<file path="src/rtl/mi_arb_pkg.sv">
// Shared encodings for the PSRAM memory-interface arbiter.
package mi_arb_pkg;

    typedef enum logic [1:0] {
        ST_IDLE  = 2'd0,
        ST_CMD   = 2'd1,
        ST_WDATA = 2'd2,
        ST_RDATA = 2'd3
    } state_t;

    localparam logic RW_WRITE = 1'b0;
    localparam logic RW_READ  = 1'b1;

    function automatic int ptr_width(input int n);
        return (n > 1) ? $clog2(n) : 1;
    endfunction

endpackage

</file>
<file path="src/rtl/arb_rr_pick.sv">
// Rotating find-first-set: returns a one-hot grant for the first request
// found at or above index ptr_i, wrapping modulo N.
module arb_rr_pick #(
    parameter int N  = 2,
    parameter int PW = 1
) (
    input  logic [N-1:0]  req_i,
    input  logic [PW-1:0] ptr_i,
    output logic [N-1:0]  gnt_o
);

    logic [PW:0] idx;
    logic        found;

    // Walking k from 0 visits indices in rotated order ptr, ptr+1, ...
    always_comb begin
        gnt_o = '0;
        found = 1'b0;
        idx   = '0;
        for (int k = 0; k < N; k++) begin
            idx = {1'b0, ptr_i} + (PW+1)'(k);
            if (idx >= (PW+1)'(N)) begin
                idx = idx - (PW+1)'(N);
            end
            if (!found && req_i[idx[PW-1:0]]) begin
                gnt_o[idx[PW-1:0]] = 1'b1;
                found              = 1'b1;
            end
        end
    end

endmodule

</file>
<file path="src/rtl/mi_arbiter.sv">
// N-way arbiter for the QPI PSRAM memory interface; one transaction at a time.
// Define MI_ARB_FIXED_PRIO_EN for fixed priority (lowest index wins).
module mi_arbiter
    import mi_arb_pkg::*;
#(
    parameter int N  = 2,
    parameter int AW = 32,
    parameter int LW = 7
) (
    input  logic            clk,
    input  logic            rst_n,
    input  logic [AW*N-1:0] s_addr,
    input  logic [LW*N-1:0] s_len,
    input  logic [N-1:0]    s_rw,
    input  logic [N-1:0]    s_valid,
    output logic [N-1:0]    s_ready,
    input  logic [32*N-1:0] s_wdata,
    output logic [N-1:0]    s_wack,
    output logic [N-1:0]    s_wlast,
    output logic [31:0]     s_rdata,
    output logic [N-1:0]    s_rstb,
    output logic [N-1:0]    s_rlast,
    output logic [AW-1:0]   m_addr,
    output logic [LW-1:0]   m_len,
    output logic            m_rw,
    output logic            m_valid,
    input  logic            m_ready,
    output logic [31:0]     m_wdata,
    input  logic            m_wack,
    input  logic            m_wlast,
    input  logic [31:0]     m_rdata,
    input  logic            m_rstb,
    input  logic            m_rlast,
    output logic [N-1:0]    grant,
    output logic            busy
);

    localparam int PW = ptr_width(N);

    state_t          state_q, state_d;
    logic [N-1:0]    grant_q, grant_d;
    logic [PW-1:0]   ptr_q, ptr_d;
    logic [N-1:0]    pick;
    logic [PW-1:0]   g_idx;
    logic [PW-1:0]   ptr_after;
    logic            done;

    logic [AW-1:0]   addr_arr  [N];
    logic [LW-1:0]   len_arr   [N];
    logic [31:0]     wdata_arr [N];

    for (genvar gi = 0; gi < N; gi++) begin : g_slice
        assign addr_arr[gi]  = s_addr[gi*AW +: AW];
        assign len_arr[gi]   = s_len[gi*LW +: LW];
        assign wdata_arr[gi] = s_wdata[gi*32 +: 32];
    end

    arb_rr_pick #(.N(N), .PW(PW)) u_pick (
        .req_i (s_valid),
        .ptr_i (ptr_q),
        .gnt_o (pick)
    );

    always_comb begin
        g_idx = '0;
        for (int i = 0; i < N; i++) begin
            if (grant_q[i]) g_idx = PW'(i);
        end
    end

`ifdef MI_ARB_FIXED_PRIO_EN
    assign ptr_after = '0;
`else
    assign ptr_after = (g_idx == PW'(N-1)) ? '0 : g_idx + 1'b1;
`endif

    always_ff @(posedge clk or negedge rst_n) begin
        if (!rst_n) begin
            state_q <= ST_IDLE;
            grant_q <= '0;
            ptr_q   <= '0;
        end else begin
            state_q <= state_d;
            grant_q <= grant_d;
            ptr_q   <= ptr_d;
        end
    end

    always_comb begin
        state_d = state_q;
        grant_d = grant_q;
        ptr_d   = ptr_q;
        done    = 1'b0;
        m_valid = 1'b0;
        m_addr  = '0;
        m_len   = '0;
        m_rw    = RW_WRITE;
        m_wdata = '0;
        s_ready = '0;
        s_wack  = '0;
        s_wlast = '0;
        s_rstb  = '0;
        s_rlast = '0;
        case (state_q)
            ST_IDLE: begin
                if (|s_valid) begin
                    grant_d = pick;
                    state_d = ST_CMD;
                end
            end
            ST_CMD: begin
                m_valid = s_valid[g_idx];
                m_addr  = addr_arr[g_idx];
                m_len   = len_arr[g_idx];
                m_rw    = s_rw[g_idx];
                s_ready = grant_q & {N{m_ready}};
                // A requester withdrawing mid-command forfeits its turn without moving ptr.
                if (!s_valid[g_idx]) begin
                    state_d = ST_IDLE;
                    grant_d = '0;
                end else if (m_ready) begin
                    state_d = (s_rw[g_idx] == RW_READ) ? ST_RDATA : ST_WDATA;
                end
            end
            ST_WDATA: begin
                m_wdata = wdata_arr[g_idx];
                s_wack  = grant_q & {N{m_wack}};
                s_wlast = grant_q & {N{m_wlast}};
                done    = m_wack & m_wlast;
            end
            ST_RDATA: begin
                s_rstb  = grant_q & {N{m_rstb}};
                s_rlast = grant_q & {N{m_rlast}};
                done    = m_rstb & m_rlast;
            end
            default: begin
                state_d = ST_IDLE;
                grant_d = '0;
            end
        endcase
        if (done) begin
            state_d = ST_IDLE;
            grant_d = '0;
            ptr_d   = ptr_after;
        end
    end

    assign grant   = grant_q;
    assign busy    = (state_q != ST_IDLE);
    assign s_rdata = m_rdata;

endmodule

</file>
<file path="config.mk">
export PLATFORM = sky130hd
export DESIGN_NAME = mi_arbiter
export DESIGN_NICKNAME = d
export VERILOG_FILES = /design/src/rtl/mi_arb_pkg.sv /design/src/rtl/arb_rr_pick.sv /design/src/rtl/mi_arbiter.sv
export SDC_FILE = /design/constraint.sdc
export NUM_CORES = 1
export LEC_CHECK = 0
export CAP_MARGIN = 0
export CELL_PAD_IN_SITES_DETAIL_PLACEMENT = 0
export CELL_PAD_IN_SITES_GLOBAL_PLACEMENT = 1
export CORE_MARGIN = 5
export CORE_UTILIZATION = 12
export CTS_CLUSTER_DIAMETER = 200
export DETAILED_ROUTE_END_ITERATION = 7
export GPL_TIMING_DRIVEN = 0
export MAX_ROUTING_LAYER = met4
export PLACE_DENSITY = 0.8
export SETUP_SLACK_MARGIN = 0.4
export SLEW_MARGIN = 0
export SYNTH_ARGS = -nofsm -noshare
export SYNTH_HDL_FRONTEND = slang
export SYNTH_SLANG_ARGS = --single-unit
</file>
<file path="constraint.sdc">
create_clock -name clk -period 1.3 [get_ports clk]
set_input_delay 0.26 -clock clk [delete_from_list [all_inputs] [get_ports clk]]
set_output_delay 0.26 -clock clk [all_outputs]
set_load 0.005 [all_outputs]
</file>
==> run metrics <==
pwr/cell area 1663 mW/mm2; Power, Total 8.967 mW; Post-Route Skew 3.270 ps; DRC Markers 0; crit path time final 1779 ps; H-tree lvl count 1; Initial Utilization 12.25%; post-synthesis instance total 247; CP Capture Type output port; violations in the final reports setup timing; clock root cell clkbuf_16; R2R cell count 8; LEAKAGE about 2.6 nW; Post-Syn Nets 432; vias in the first global route 3,387; Cell Count, Final, Fillers Out 760; chip height 131.8 um; first-pass GRT wire length 18.74 mm; Area Overhead vs Synth 202.8%; Slew Viols, Final 0; final worst setup slack -479.3 ps; GP Congestion between 0.8 and 0.9; CP startpoint kind register; DP HPWL 9.816 mm; final hold vios 0; row cnt 44; worst-margin pin slew roughly 330 ps; final wirelength 12.67 mm; Seq/Total Area, Yosys 7.027%; r2r endpoint grant[1]$_DFFE_PN0P_; fin crit share 136.9%; CTS clk-pin slew, worst paths 40 ps; M1 GR Usage around 15%; die width 131.8 um; most common library cell in the layout ignoring fill and taps clkdlybuf4s50_1; TritonCTS buffer count 3; worst reg-to-reg setup slack -260 ps; Final setup violation count 90; Max Fanout on Critical Path 6; Final Util 37.10%; grt ovf 0; maximum VDD drop 0.0009063 V; Worst Hold Class in -> async; die area 0.01737 mm2; CTS Hold Bufs 0; status finished with violations; buffers added on ports 270; RSZ-0062 raised after global routing true; RR Startpoint grant[1]$_DFFE_PN0P_; synth warn 0; post-synthesis cell area ~0.0018 mm2; most frequent cells in the layout clkdlybuf4s50_1 (146), buf_2 (77), nor2_1 (67); busiest grt layer met2; antenna violations before repair 1; CP arrival 1520 ps; f_max 562.0 MHz; grt met2 use 24.97%; crit path launch grant[1]$_DFFE_PN0P_; maximum clock insertion buffer count 2; CTS tree built; DRT iter0 DRCs 76; worst skew pair latency 230 ps; Ports 303; max-slew headroom at the worst pin between 70% and 80%; # placed instances around 700; Fillers 1,534; CP Capture Point m_wdata[20]; Post-DRT Antenna Nets 0; DR vias/cell 4.037; Req. time, crit path roughly 1000 ps; MaxCap Viol Count 0; CTS sink cnt 5; share of cells above drive strength 1 40.17%; met3 usage under 10%; pin count of the biggest net entering global routing 11; Syn Area/Cell 7.208 um2; core area 0.01453 mm2; Yosys cell types 27; Total GRT Usage 13.58%; Setup CP Type reg -> out; DR pass1 iterations 4; Post-layout nets 761; WL/cell 16.67 um; vias post-DR 3,068; FF+latch count, synth 5
[layout make-up]
class	instances	area [um2]	area share, %
antenna	1	2.502	0.04641
buffer	51	553.0	10.26
clock buffer	4	78.83	1.462
inverter	5	21.27	0.3945
multi-input combinational	186	1449	26.87
sequential	5	128.9	2.390
tap	184	230.2	4.270
timing repair buffer	324	2928	54.30
[stage by stage]
step | hold slack, ps | area [um2] | setup TNS [ps] | setup slack [ps]
floorplan | -35.59 | 1799 | 0 | 116.7
global placement | 490.6 | 4732 | -53060 | -875.7
detailed placement | 500.2 | 4732 | -55100 | -896.4
CTS | 263.5 | 5142 | -31350 | -506.7
global route | 282.5 | 5391 | -37900 | -561.1
finish | 256.3 | 5391 | -32780 | -479.3
[synthesized netlist by cell type]
master / n / area, um2
a211oi_1: 1 / 7.510
a21oi_1: 1 / 5.000
dfrtp_1: 5 / 125.1
and2_1: 1 / 6.260
buf_2: 5 / 25.02
nor2_1: 76 / 285.3
buf_6: 7 / 78.83
a31oi_1: 1 / 6.260
a21o_1: 1 / 7.510
nor3b_1: 1 / 7.510
nand3_1: 2 / 10.01
o21ai_1: 1 / 5.000
and3_1: 6 / 37.54
nand2_1: 6 / 22.52
and2b_1: 1 / 7.510
o22ai_1: 1 / 6.260
nand2b_1: 2 / 12.51
buf_1: 2 / 7.510
a211oi_2: 1 / 12.51
and4_1: 4 / 35.03
buf_4: 36 / 270.3
inv_1: 5 / 18.77
clkbuf_1: 1 / 3.750
mux2i_1: 74 / 740.7
o21a_1: 1 / 7.510
a311oi_1: 1 / 8.760
o21ai_0: 4 / 20.02
[power by group]
group | internal (mW) | switching, mW | total [mW]
clock network | 0.408 | 0.113 | 0.520
logic | 4.83 | 3.29 | 8.13
registers | 0.238 | 0.0811 | 0.319
[worst max-delay path, stage by stage, from the launching register on]
cell and delay [ps]:
dfrtp_2 440, buf_12 140, buf_16 140, buf_6 120, buf_16 130, mux2i_1 110, nor2_1 80, buf_2 120
[logic make-up (layout without fill, tap and decap cells)]
kind of cell / Yosys count / count (layout) / synth area share [%]
AOI/OAI and AO/OA: 13 / 13 / 4.849
other: 0 / 1 / 0
and+or+nand+nor: 99 / 99 / 23.82
muxes: 74 / 74 / 41.60
DFF: 5 / 5 / 7.027
buffers and inverters: 56 / 384 / 22.70
[per-layer routing]
metal | share of wire (%) | up-vias
met5 | 0 | -
li1 | - | 1467
met2 | 54 | 204
met3 | 8.6 | 12
met1 | 37 | 1385
met4 | 1.1 | 0
[timing repair]
action | 4_1_cts | 5_1_grt
endpoints found under the setup margin | 123 | 93
endpoints found under the hold margin | 0 | 0
gates resized for setup | 445 | 65
gates cloned | 5 | 2
buffers inserted | 35 | 12
pin swaps | 15 | 24
[sequential cells by signal (all words and copies together), names as in the netlist]
register and cells:
grant 2, state_q 2, ptr_q 1
[worst min-delay path by stage]
| stage | end | slack [ps] | cells after the start |
|---|---|---|---|
| finish | state_q[1]$_DFFE_PN0P_ | 260 | 1 |
| global route | state_q[1]$_DFFE_PN0P_ | 280 | 1 |
| global placement | state_q[0]$_DFFE_PN0P_ | 490 | 1 |
| detailed placement | state_q[0]$_DFFE_PN0P_ | 500 | 1 |
| CTS | state_q[1]$_DFFE_PN0P_ | 260 | 1 |
| floorplan | grant[0]$_DFFE_PN0P_ | -40 | 0 |
(Power assumes the default switching activity.)
